==> config.mk <==
export PLATFORM = sky130hd
export DESIGN_NAME = trap_ctrl
export DESIGN_NICKNAME = d
export VERILOG_FILES = /design/src/rtl/trap_ctrl.sv
export SDC_FILE = /design/constraint.sdc
export NUM_CORES = 1
export LEC_CHECK = 0
export CAP_MARGIN = 10
export CORE_AREA = 2 2 266 268
export DETAILED_ROUTE_END_ITERATION = 12
export DIE_AREA = 0 0 268 270
export PLACE_DENSITY = 0.61
export REMOVE_ABC_BUFFERS = 1
export SYNTH_ARGS = -nofsm -noshare
export SYNTH_HDL_FRONTEND = slang
export SYNTH_SLANG_ARGS = --single-unit
==> constraint.sdc <==
create_clock -name clk -period 4 [get_ports clk]
set_clock_uncertainty 0.05 [all_clocks]
set_input_delay 0.8 -clock clk [delete_from_list [all_inputs] [get_ports clk]]
set_output_delay 0.8 -clock clk [all_outputs]
set_load 0.01 [all_outputs]
==> src/rtl/trap_ctrl.sv <==
// trap_ctrl
//   Machine-mode trap controller. It arbitrates synchronous exceptions,
//   masked interrupt lines and mret, and runs a flush handshake with the
//   pipeline. It then commits CSR write data and a PC redirect in a single
//   cycle. The current privilege level is owned here.
//
// Ports
//   clk, rst_n          clock, asynchronous active-low reset
//   exc_en/code/val     synchronous exception request, cause and mtval value
//   irq_pending/enable  level interrupt lines and per-line mie mask
//   mret                mret retiring
//   pc_addr             PC of the faulting or interrupted instruction
//   mtvec               trap vector base; [1:0] selects the mode
//   mepc_current        mepc read from the CSR file
//   mstatus_current     mstatus read from the CSR file
//   flush_ack           pipeline has drained
//   flush_req           request pipeline flush
//   trap_busy           controller is not idle
//   redirect_valid/pc   one-cycle redirect pulse and its target
//   csr_we, *_wdata     one-cycle CSR write strobe and write data
//   priv_lvl            current privilege level
//   is_trap             redirect is a trap entry (1) or an mret (0)
//
// state  | meaning
// -------+-------------------------------------------------------
// IDLE   | waiting for exception / interrupt / mret
// FLUSH  | request latched, flush_req high until flush_ack
// COMMIT | one cycle: CSR write strobe and redirect pulse

module trap_ctrl #(
   parameter int          XLEN       = 64,
   parameter int          NUM_IRQ    = 16,
   parameter int          CAUSE_W    = 5,
   parameter logic [1:0]  RESET_PRIV = 2'b11
) (
   input  logic               clk,
   input  logic               rst_n,
   input  logic               exc_en,
   input  logic [CAUSE_W-1:0] exc_code,
   input  logic [XLEN-1:0]    exc_val,
   input  logic [NUM_IRQ-1:0] irq_pending,
   input  logic [NUM_IRQ-1:0] irq_enable,
   input  logic               mret,
   input  logic [XLEN-1:0]    pc_addr,
   input  logic [XLEN-1:0]    mtvec,
   input  logic [XLEN-1:0]    mepc_current,
   input  logic [XLEN-1:0]    mstatus_current,
   input  logic               flush_ack,
   output logic               flush_req,
   output logic               trap_busy,
   output logic               redirect_valid,
   output logic [XLEN-1:0]    redirect_pc,
   output logic               csr_we,
   output logic [XLEN-1:0]    mepc_wdata,
   output logic [XLEN-1:0]    mcause_wdata,
   output logic [XLEN-1:0]    mtval_wdata,
   output logic [XLEN-1:0]    mstatus_wdata,
   output logic [1:0]         priv_lvl,
   output logic               is_trap
);

   typedef enum logic [1:0] {S_IDLE, S_FLUSH, S_COMMIT} state_t;
   typedef enum logic [1:0] {K_EXC, K_IRQ, K_MRET}      kind_t;

   state_t state, state_nxt;

   kind_t               kind_q;
   logic [CAUSE_W-1:0]  code_q;
   logic [XLEN-1:0]     tval_q;
   logic [XLEN-1:0]     pc_q;

   logic [XLEN-1:0]     mepc_q, mcause_q, mtval_q, mstatus_q, rpc_q;
   logic                is_trap_q;

   logic [NUM_IRQ-1:0]  irq_masked;
   logic                irq_req;
   logic [CAUSE_W-1:0]  irq_sel;
   logic                accept;
   logic                commit;

   logic [XLEN-1:0]     tvec_base, code_ext, trap_pc;
   logic [XLEN-1:0]     mepc_c, mcause_c, mtval_c, mstatus_c, rpc_c;
   logic [XLEN-1:0]     mstatus_trap, mstatus_ret;

   // Interrupt eligibility: M-mode only takes interrupts with MIE set.
   assign irq_masked = irq_pending & irq_enable;
   assign irq_req    = ((priv_lvl != 2'b11) | mstatus_current[3]) & (|irq_masked);

   // Ascending scan so the highest set index is the last one written.
   always_comb begin
      irq_sel = '0;
      for (int i = 0; i < NUM_IRQ; i++) begin
         if (irq_masked[i]) irq_sel = CAUSE_W'(i);
      end
   end

   assign accept = (state == S_IDLE) & (exc_en | irq_req | mret);
   assign commit = (state == S_COMMIT);

   always_comb begin
      state_nxt = state;
      flush_req = 1'b0;
      case (state)
         S_IDLE:   if (accept) state_nxt = S_FLUSH;
         S_FLUSH: begin
            flush_req = 1'b1;
            if (flush_ack) state_nxt = S_COMMIT;
         end
         S_COMMIT: state_nxt = S_IDLE;
         default:  state_nxt = S_IDLE;
      endcase
   end

   assign trap_busy = (state != S_IDLE);

   always_ff @(posedge clk or negedge rst_n) begin
      if (!rst_n) state <= S_IDLE;
      else        state <= state_nxt;
   end

   always_ff @(posedge clk or negedge rst_n) begin
      if (!rst_n) begin
         kind_q <= K_EXC;
         code_q <= '0;
         tval_q <= '0;
         pc_q   <= '0;
      end else if (accept) begin
         pc_q <= {pc_addr[XLEN-1:1], 1'b0};
         if (exc_en) begin
            kind_q <= K_EXC;
            code_q <= exc_code;
            tval_q <= exc_val;
         end else if (irq_req) begin
            kind_q <= K_IRQ;
            code_q <= irq_sel;
            tval_q <= '0;
         end else begin
            kind_q <= K_MRET;
            code_q <= '0;
            tval_q <= '0;
         end
      end
   end

   // Commit-cycle values. mstatus_current is used as seen in COMMIT so that
   // CSR writes landing during the flush are not lost.
   assign tvec_base = {mtvec[XLEN-1:2], 2'b00};
   assign code_ext  = {{(XLEN-CAUSE_W){1'b0}}, code_q};
   assign trap_pc   = ((mtvec[1:0] == 2'b01) && (kind_q == K_IRQ))
                      ? tvec_base + (code_ext << 2) : tvec_base;

   always_comb begin
      mstatus_trap        = mstatus_current;
      mstatus_trap[7]     = mstatus_current[3];
      mstatus_trap[3]     = 1'b0;
      mstatus_trap[12:11] = priv_lvl;

      mstatus_ret         = mstatus_current;
      mstatus_ret[3]      = mstatus_current[7];
      mstatus_ret[7]      = 1'b1;
      mstatus_ret[12:11]  = 2'b00;
   end

   always_comb begin
      if (kind_q == K_MRET) begin
         mepc_c    = mepc_q;
         mcause_c  = mcause_q;
         mtval_c   = mtval_q;
         mstatus_c = mstatus_ret;
         rpc_c     = {mepc_current[XLEN-1:1], 1'b0};
      end else begin
         mepc_c    = pc_q;
         mcause_c  = {(kind_q == K_IRQ), {(XLEN-1-CAUSE_W){1'b0}}, code_q};
         mtval_c   = tval_q;
         mstatus_c = mstatus_trap;
         rpc_c     = trap_pc;
      end
   end

   // Data outputs show the commit values during COMMIT and hold them after.
   always_ff @(posedge clk or negedge rst_n) begin
      if (!rst_n) begin
         mepc_q    <= '0;
         mcause_q  <= '0;
         mtval_q   <= '0;
         mstatus_q <= '0;
         rpc_q     <= '0;
         is_trap_q <= 1'b0;
         priv_lvl  <= RESET_PRIV;
      end else if (commit) begin
         mepc_q    <= mepc_c;
         mcause_q  <= mcause_c;
         mtval_q   <= mtval_c;
         mstatus_q <= mstatus_c;
         rpc_q     <= rpc_c;
         is_trap_q <= (kind_q != K_MRET);
         priv_lvl  <= (kind_q == K_MRET) ? mstatus_current[12:11] : 2'b11;
      end
   end

   assign redirect_valid = commit;
   assign csr_we         = commit;
   assign mepc_wdata     = commit ? mepc_c    : mepc_q;
   assign mcause_wdata   = commit ? mcause_c  : mcause_q;
   assign mtval_wdata    = commit ? mtval_c   : mtval_q;
   assign mstatus_wdata  = commit ? mstatus_c : mstatus_q;
   assign redirect_pc    = commit ? rpc_c     : rpc_q;
   assign is_trap        = commit ? (kind_q != K_MRET) : is_trap_q;

endmodule

==> flow_summary.ini, run 1 <==
[status]
status = finished clean

[grt]
grt_pass1_vias = 17700
grt_antenna_before_repair = 14
grt_pass1_wl_um = 110000
grt_usage_pct = 19.8
grt_remaining_overflow = 0
grt_max_degree = 134

[finish]
fillers = 6596
final_cell_mix = 586 x clkdlybuf4s50_1, 508 x nand2_1, 453 x dfrtp_1
nets = 3081
multi_input_area_um2 = 7170
fin_cells = 3703
drive_gt1_share_pct = 17.5
syn2layout_area_growth_pct = 61.9
final_common_cell = clkdlybuf4s50_1
ff_latch_area_um2 = 11500

[critical_path]
worstPathMaxFanout = 7
crit_path_start_kind = input pin
endpoint_kind = output port
r2r-end = rpc_q[27]
cp_data_required_time_ns = 3.15
cp.arrival_ns = 3.10
rrSetupSlack_ns = 0.95
path_class = input pin to output port
r2r_cells = 14
startpoint = mtvec[9]
endpoint = redirect_pc[27]
r2r-start = code_q[1]

[synth]
netlist.area_leader.share_pct = 60.7
synthFlopType = dfrtp_1
synth_edf_count = 0
yosysSeqAreaShare_pct = 61.0
synth.avg_cell_area_um2 = 10.0
synth-seq-cells = 459
yosys.area_share.simple_pct = 18.2
synthCells = 1876
synth_compound_area_share_pct = 10.1
synthMuxAreaShare_pct = 4.09
yosysTopAreaCell = dfrtp_1
synth_area_um2 = 18800
synth_fa_ha_area_share_pct = 0.438
yosysUniqueCellTypes = 60
synthXorXnorAreaFrac_pct = 2.37
async_reset_ff_share_pct = 100
yosysWarningCount = 0
synth_top_family_by_area = simple AND/OR/NAND/NOR gates
synth_area_leaders = dfrtp_1 61%, nand2_1 10%, o21ai_0 5.3%, mux2_2 3.8%, nand3_1 2.4%

[routing]
met3WireLength_um = 6330
wl_um = 74200
initialDrtViolationCount = 1111
drc = 0
vias_per_cell = 4.64
topRoutingLayerUsed = met5
ant_nets = 0
wl_met2_um = 35200
wl_met1_um = 28700
wl_per_cell_um = 20.0
via_count = 17200
first_pass_iters = 7

[cts]
path_clk_slew_ns = 0.06
worstSkewPairLatency_ns = 0.60
clock_path_buffers = 3
cts_buffers = 52
htreeDepth = 2
cts_sinks = 459
cts_tree = done
root_buffer = clkbuf_16

[die]
chipHeight_um = 270
dieWidth_um = 268
rows = 97
die_area_um2 = 72400
io_pins = 689
initial_core_util_pct = 27.1
coreArea_um2 = 69500

[timing]
clock.fmax_ghz = 0.253
tightestPinTransition_ns = 1.03
setup_ws_ns = 0.0513
rsz0062_at_grt = true
setup_viol = 0
hold_violations = 0
slew_headroom_pct = 31.2
fin_crit_ns = 3.95
period_share_pct = 98.7
maxSlewViolCount = 0

[min_path]
min_path_type = input pin to asynchronous set/reset pin

[power_and_ir_drop]
p_per_area_nw_per_um2 = 701
p_total_mw = 21.4
leakage_nw = 13.8
peakVddDrop_uv = 392

[placement]
place_ws_ns = -0.961
portBuffers = 686
dp.cells = 3562
hpwl_um = 53500
gp_congestion = 0.956

[job]
cap_violations = 0
-- critical path: stages --
cell	delay, ns
clkdlybuf4s50_1	0.48
and4_4	0.28
nand4_1	0.14
a211o_4	0.43
buf_6	0.17
or3_1	0.32
a31oi_1	0.21
a21o_1	0.12
buf_2	0.14
-- layer usage --
| layer | global-route usage, % | vias up |
|---|---|---|
| met5 | 0 | - |
| met4 | 10.0 | 18 |
| met3 | 6.16 | 192 |
| met2 | 32.7 | 677 |
| met1 | 23.0 | 8360 |
| li1 | - | 7943 |
-- what timing repair did --
action	in CTS	in global routing
setup buffers	20	16
pin swaps	29	39
resized for setup	220	119
endpoints found under the setup margin	102	59
hold buffers	0	0
cloned	2	0
-- stage by stage --
stage	hold WS (ns)	instance area, um^2	setup TNS [ns]	utilization, %
6_report	0.181	30500	0	43.8
3_3_place_gp	0.402	27900	-34.89	40.2
4_1_cts	0.194	30200	-0.0700	43.4
2_1_floorplan	0.431	18400	-3857.55	-
5_1_grt	0.223	30500	-0.0927	43.8
3_5_place_dp	0.406	27900	-37.79	40.2
-- power by group --
group / internal [mW] / total, mW / leakage (nW) / switching [mW]
logic: 4.39 / 9.19 / 7.11 / 4.80
registers: 6.48 / 7.12 / 5.81 / 0.636
clock network: 3.06 / 5.05 / 0.898 / 1.99
-- cells in the mapped netlist, types with 3 or more instances --
cell type and n:
a211oi_1 4, a21o_1 11, a21oi_1 19, a22o_1 6, a22oi_1 49, a31oi_1 6, and2_1 61, and3_1 3
and4_1 4, buf_1 9, buf_2 3, clkbuf_1 101, dfrtp_1 457, ha_1 5, inv_1 78, mux2_2 64
mux2i_1 5, nand2_1 512, nand3_1 92, nand4_1 16, nor2_1 35, nor3_1 8, nor4_1 22, o211ai_1 3
o21ai_0 200, o21ai_1 5, o22a_1 3, o31a_1 3, or4_1 5, xnor2_1 43, xor2_1 8
-- registers in the layout (all words and copies together) (netlist names) --
register	cells
code_q	5
state	2
mcause_q	64
rpc_q	64
priv_lvl	2
mepc_q	64
mstatus_q	64
is_trap_q	1
tval_q	64
pc_q	63
kind_q	2
mtval_q	64
-- cells by family (layout without fill, tap and decap cells) --
kind of cell               count (synthesis)  in the layout
AOI/OAI and AO/OA                        324            324
xor gates and xnor gates                  51             51
adders and majority gates                  6              6
buffers and inverters                    192           1071
DFF                                      459            459
muxes                                     69             69
other                                      0              7
and+or+nand+nor                          775            776
-- layout make-up --
| type | count | share of cell area (%) |
|---|---|---|
| Sequential cell | 459 | 37.7 |
| Timing Repair Buffer | 896 | 27.9 |
| Multi-Input combinational cell | 1226 | 23.5 |
| Clock buffer | 80 | 5.21 |
| Tap cell | 940 | 3.86 |
| Inverter | 78 | 0.960 |
| Clock inverter | 17 | 0.833 |
| Antenna cell | 7 | 0.0575 |
-- how the worst min path moves through the flow --
stage                  start             to  slack, ns  cells after the start
4_1_cts                rst_n   mcause_q[49]       0.19                      1
2_1_floorplan       pc_q[10]       pc_q[10]       0.43                      1
6_report               rst_n   mcause_q[49]       0.18                      1
5_1_grt                rst_n   mcause_q[50]       0.22                      1
3_3_place_gp      mepc_q[55]     mepc_q[55]       0.40                      2
3_5_place_dp   mstatus_q[50]  mstatus_q[50]       0.41                      2
Power figures use the tool's default switching activity.
==> run 2: changes to the inputs <==
CAP_MARGIN = 20   (was 10)
==> run 2 against run 1 <==
The run now ends with setup timing left. Worst setup slack worse by 0.090 ns. Routed wire length down 0.76%. Clock power down 2%.
==> flow_summary.ini, run 2 (same netlist as run 1, synthesis figures left out) <==
[min_path]
min_path_type = input pin to asynchronous set/reset pin

[critical_path]
worstPathMaxFanout = 6
timing.critical_path.mode_cell = buf_6
endpoint_kind = output port
rrSetupSlack_ns = 1.39
crit_path_start_kind = input pin
cp_data_required_time_ns = 3.15
cp_cell_sequence = clkdlybuf4s50_1 > and4_4 > nand4_1 > a211o_4 > buf_6 > or4_1 > o21ai_1 > a221o_1 > buf_6
cp.arrival_ns = 3.19
critPathSlowestCell = clkdlybuf4s50_1
slowest_delay_ns = 0.48
path_class = input pin to output port

[die]
rows = 97
coreArea_um2 = 69500
dieWidth_um = 268
die_area_um2 = 72400
chipHeight_um = 270
io_pins = 689
initial_core_util_pct = 27.1

[power_and_ir_drop]
seqPwrFrac_pct = 33.7
pwr-share-clk_pct = 23.5
leakage_nw = 13.7
p_switching_mw = 7.44
peakVddDrop_uv = 478
p_comb_share_pct = 42.8
internal_power_mw = 13.7
p_total_mw = 21.1
p_per_area_nw_per_um2 = 696
p_sw_share_pct = 35.2

[cts]
root_buffer = clkbuf_16
clock_path_buffers = 3
hold_buffers = 0
worstSkewPairLatency_ns = 0.61
cts_sinks = 459
htreeDepth = 2
cts_buffers = 55
path_clk_slew_ns = 0.06
cts_tree = done

[finish]
syn2layout_area_growth_pct = 61.1
final_common_cell = clkdlybuf4s50_1
fillers = 6578
design_area_um2 = 30300
drive_gt1_share_pct = 17.1
nets = 3076
final_cell_mix = 586 x clkdlybuf4s50_1, 508 x nand2_1, 453 x dfrtp_1
fin_cells = 3696

[routing]
first_pass_iters = 5
met3WireLength_um = 5950
via_count = 17100
initialDrtViolationCount = 881
wl_um = 73600
vias_per_cell = 4.64
wl_met1_um = 28800
ant_nets = 0
topRoutingLayerUsed = met5
drc = 0
wl_met2_um = 35000
wl_per_cell_um = 19.9

[placement]
place_area_um2 = 28000
dp.cells = 3563
place_ws_ns = -0.926
hpwl_um = 53500
gp_congestion = 0.956
portBuffers = 686

[timing]
maxSlewViolCount = 0
period_share_pct = 101
setup_viol = 2
tightestPinTransition_ns = 1.05
fin_hold_ws_ns = 0.156
rsz0062_at_grt = true
slew_headroom_pct = 29.7
hold_violations = 0
fin_crit_ns = 4.04
setup_ws_ns = -0.0388
clock.fmax_ghz = 0.248

[grt]
grt_usage_pct = 19.6
grt_remaining_overflow = 0
grt_antenna_before_repair = 13
grt_max_degree = 134
grt_pass1_wl_um = 108000
grt_pass1_vias = 17700

[status]
status = finished with violations
failed_checks = setup timing

[job]
cap_violations = 0
-- run 2: critical path, delay by kind of cell --
kind / cells / cell delay (ns)
simple gates: 3 / 0.86
compound gates: 3 / 0.79
buf+inv: 3 / 0.74
-- run 2: timing repair --
action                                  4_1_cts  5_1_grt
pin swaps                                    32       44
endpoints found under the setup margin       61       56
gates cloned                                  1        0
setup buffers                                14       19
gates resized for setup                     238      124
-- run 2: layout make-up --
class                           instances  area [um^2]  area share [%]
Clock inverter                         19          243           0.800
Clock buffer                           80         1560            5.14
Sequential cell                       459        11500            37.9
Timing Repair Buffer                  889         8380            27.6
Antenna cell                            6         15.0          0.0495
Inverter                               78          293           0.965
Multi-Input combinational cell       1225         7190            23.7
Tap cell                              940         1180            3.88
-- run 2: worst paths after layout --
path	startpoint	to	cells past startpoint
max in group asynchronous	rst_n	rpc_q[28]	2
min reg2reg	mstatus_q[15]	mstatus_q[15]	2
max reg2reg	kind_q[1]	rpc_q[59]	9
min in group clk	mstatus_q[15]	mstatus_q[15]	2
min	rst_n	mcause_q[50]	1
max	mtvec[9]	redirect_pc[59]	9
-- run 2: power groups by stage --
stage / clock network [mW] / registers (mW) / logic [mW]
after CTS: 5.12 / 7.13 / 9.10
after global placement: 0 / 7.12 / 9.02
after detailed placement: 0 / 7.19 / 9.16
final: 4.96 / 7.12 / 9.04
after floorplan: 0 / 6.91 / 3.95
after global routing: 5.31 / 7.31 / 9.80
-- run 2: through the flow --
| step | utilization, % | setup TNS, ns |
|---|---|---|
| after floorplan | - | -3857.55 |
| after global placement | 40.2 | -34.89 |
| after detailed placement | 40.2 | -38.40 |
| after CTS | 43.3 | -0.127 |
| after global routing | 43.6 | -0.663 |
| final | 43.6 | -0.0684 |
-- run 2: per-layer routing --
layer / track usage, % / vias to the layer above
met5: 0 / -
met4: 9.84 / 14
met3: 6.12 / 186
met2: 32.4 / 631
met1: 22.7 / 8371
li1: - / 7941
==> run 3: changes to the inputs <==
CORE_AREA = 2 2 270 272   (was 2 2 266 268)
CTS_CLUSTER_SIZE = 14   (was not set)
DIE_AREA = 0 0 272 274   (was 0 0 268 270)
PLACE_DENSITY = not set   (was 0.61)
PLACE_DENSITY_LB_ADDON = 0.15   (was not set)
==> run 3 against run 2 <==
Sequential power decreased by 0.7%. First-iteration DRC count down 7.5%. Die area increased by 3.0%. Maximum frequency grew 0.46%. Via count is 1.7% lower. Critical path depth grew 1. Global-route usage down 0.11 points. Final cell count up 0.35%. Count of clock-buffer cells in the layout grew 2. Clock power down 2%. Power fell by 0.57%. Combinational power barely moved. The run still ends with setup timing left.
==> flow_summary.ini, run 3 (same netlist as run 1, synthesis figures left out) <==
[status]
status = finished with violations
failed_checks = setup timing

[critical_path]
worstPathMaxFanout = 7
cp.arrival_ns = 3.17
crit_path_start_kind = input pin
rrSetupSlack_ns = 1.32
path_class = input pin to output port
r2r-start = code_q[0]
endpoint_kind = output port
r2r-end = rpc_q[48]
r2r_cells = 12
cp_data_required_time_ns = 3.15

[timing]
slew_headroom_pct = 41.1
fin_crit_ns = 4.02
clock.fmax_ghz = 0.249
setup_viol = 3
fin_setup_tns_ns = -0.0356
setup_ws_ns = -0.0204
fin_hold_ws_ns = 0.233
hold_violations = 0
maxSlewViolCount = 0
period_share_pct = 101
rsz0062_at_grt = true
tightestPinTransition_ns = 0.884

[die]
chipHeight_um = 274
io_pins = 689
coreArea_um2 = 72000
rows = 99
die_area_um2 = 74500
initial_core_util_pct = 26.2
dieWidth_um = 272

[routing]
ant_nets = 0
wl_per_cell_um = 20.1
initialDrtViolationCount = 815
via_count = 16800
vias_per_cell = 4.54
wl_um = 74700
first_pass_iters = 5
drc = 0

[job]
cap_violations = 0

[placement]
place_area_um2 = 27900
gp_congestion = 0.858
hpwl_um = 53600
place_ws_ns = -1.13
portBuffers = 686
dp.cells = 3565

[cts]
hold_buffers = 0
cts_sinks = 459
htreeDepth = 2
worstSkewPairLatency_ns = 0.60
root_buffer = clkbuf_16
path_clk_slew_ns = 0.05
cts_tree = done
clock_path_buffers = 3
cts_buffers = 54

[grt]
grt_antenna_before_repair = 16
grt_pass1_wl_um = 110000
grt_remaining_overflow = 0
grt_pass1_vias = 17500
grt_usage_pct = 19.4
grt_max_degree = 101

[min_path]
min_path_type = input pin to asynchronous set/reset pin

[finish]
design_area_um2 = 30400
syn2layout_area_growth_pct = 61.2
final_cell_mix = 574 x clkdlybuf4s50_1, 508 x nand2_1, 455 x dfrtp_1
fin_cells = 3709
nets = 3068
drive_gt1_share_pct = 17.6
final_common_cell = clkdlybuf4s50_1

[power_and_ir_drop]
leakage_nw = 13.8
p_per_area_nw_per_um2 = 692
peakVddDrop_uv = 390
[run 3: worst max-delay path, cell delays in order]
cell and delay (ns):
dlygate4sd2_1 0.24, nand4_1 0.18, or4_4 0.60, a211o_4 0.40, buf_12 0.17, buf_6 0.12, nor4_4 0.25, nor3_2 0.06
o21ai_1 0.16, buf_2 0.19
[run 3: worst max path at each step]
| stage | end | cells past startpoint | start | slack, ns |
|---|---|---|---|---|
| 6_report | redirect_pc[31] | 10 | mtvec[24] | -0.02 |
| 4_1_cts | redirect_pc[27] | 10 | kind_q[1] | -0.13 |
| 2_1_floorplan | redirect_pc[10] | 4 | state[0] | -6.89 |
| 3_3_place_gp | redirect_pc[39] | 11 | mtvec[14] | -1.10 |
| 3_5_place_dp | redirect_pc[39] | 11 | mtvec[14] | -1.13 |
| 5_1_grt | redirect_pc[39] | 12 | kind_q[1] | -0.11 |
[run 3: final cells by class]
class / count / area, um^2
Timing Repair Buffer: 882 / 8390
Tap cell: 959 / 1200
Antenna cell: 9 / 22.5
Clock buffer: 82 / 1560
Inverter: 78 / 293
Clock inverter: 15 / 185
Multi-Input combinational cell: 1225 / 7220
Fill cell: 6980 / 41600
Sequential cell: 459 / 11500
[run 3: what timing repair did]
| item | in CTS | in global routing |
|---|---|---|
| setup buffers | 24 | 15 |
| pin swaps | 61 | 58 |
| setup endpoints to repair | 60 | 61 |
| gates cloned | 2 | 0 |
| gates resized for setup | 354 | 94 |
[run 3: through the flow]
| stage | utilization (%) | power, mW |
|---|---|---|
| after CTS | 41.9 | 21.3 |
| after global routing | 42.2 | 22.4 |
| after global placement | 38.8 | 16.2 |
| after detailed placement | 38.8 | 16.3 |
| after floorplan | - | 10.9 |
| final | 42.2 | 21.0 |
[run 3: report_power, final]
group	switching, mW	leakage, nW	internal (mW)
clock	2.00	0.847	2.88
combinational	4.79	7.18	4.27
sequential	0.586	5.81	6.48
total	7.38	13.8	13.6
[run 3: per-layer routing]
metal,wire length [um],vias up,track usage [%]
met2,37300,545,33.7
met4,2340,16,6.64
met3,5720,133,5.87
met5,99,-,0
met1,29200,8207,22.9
li1,-,7943,-
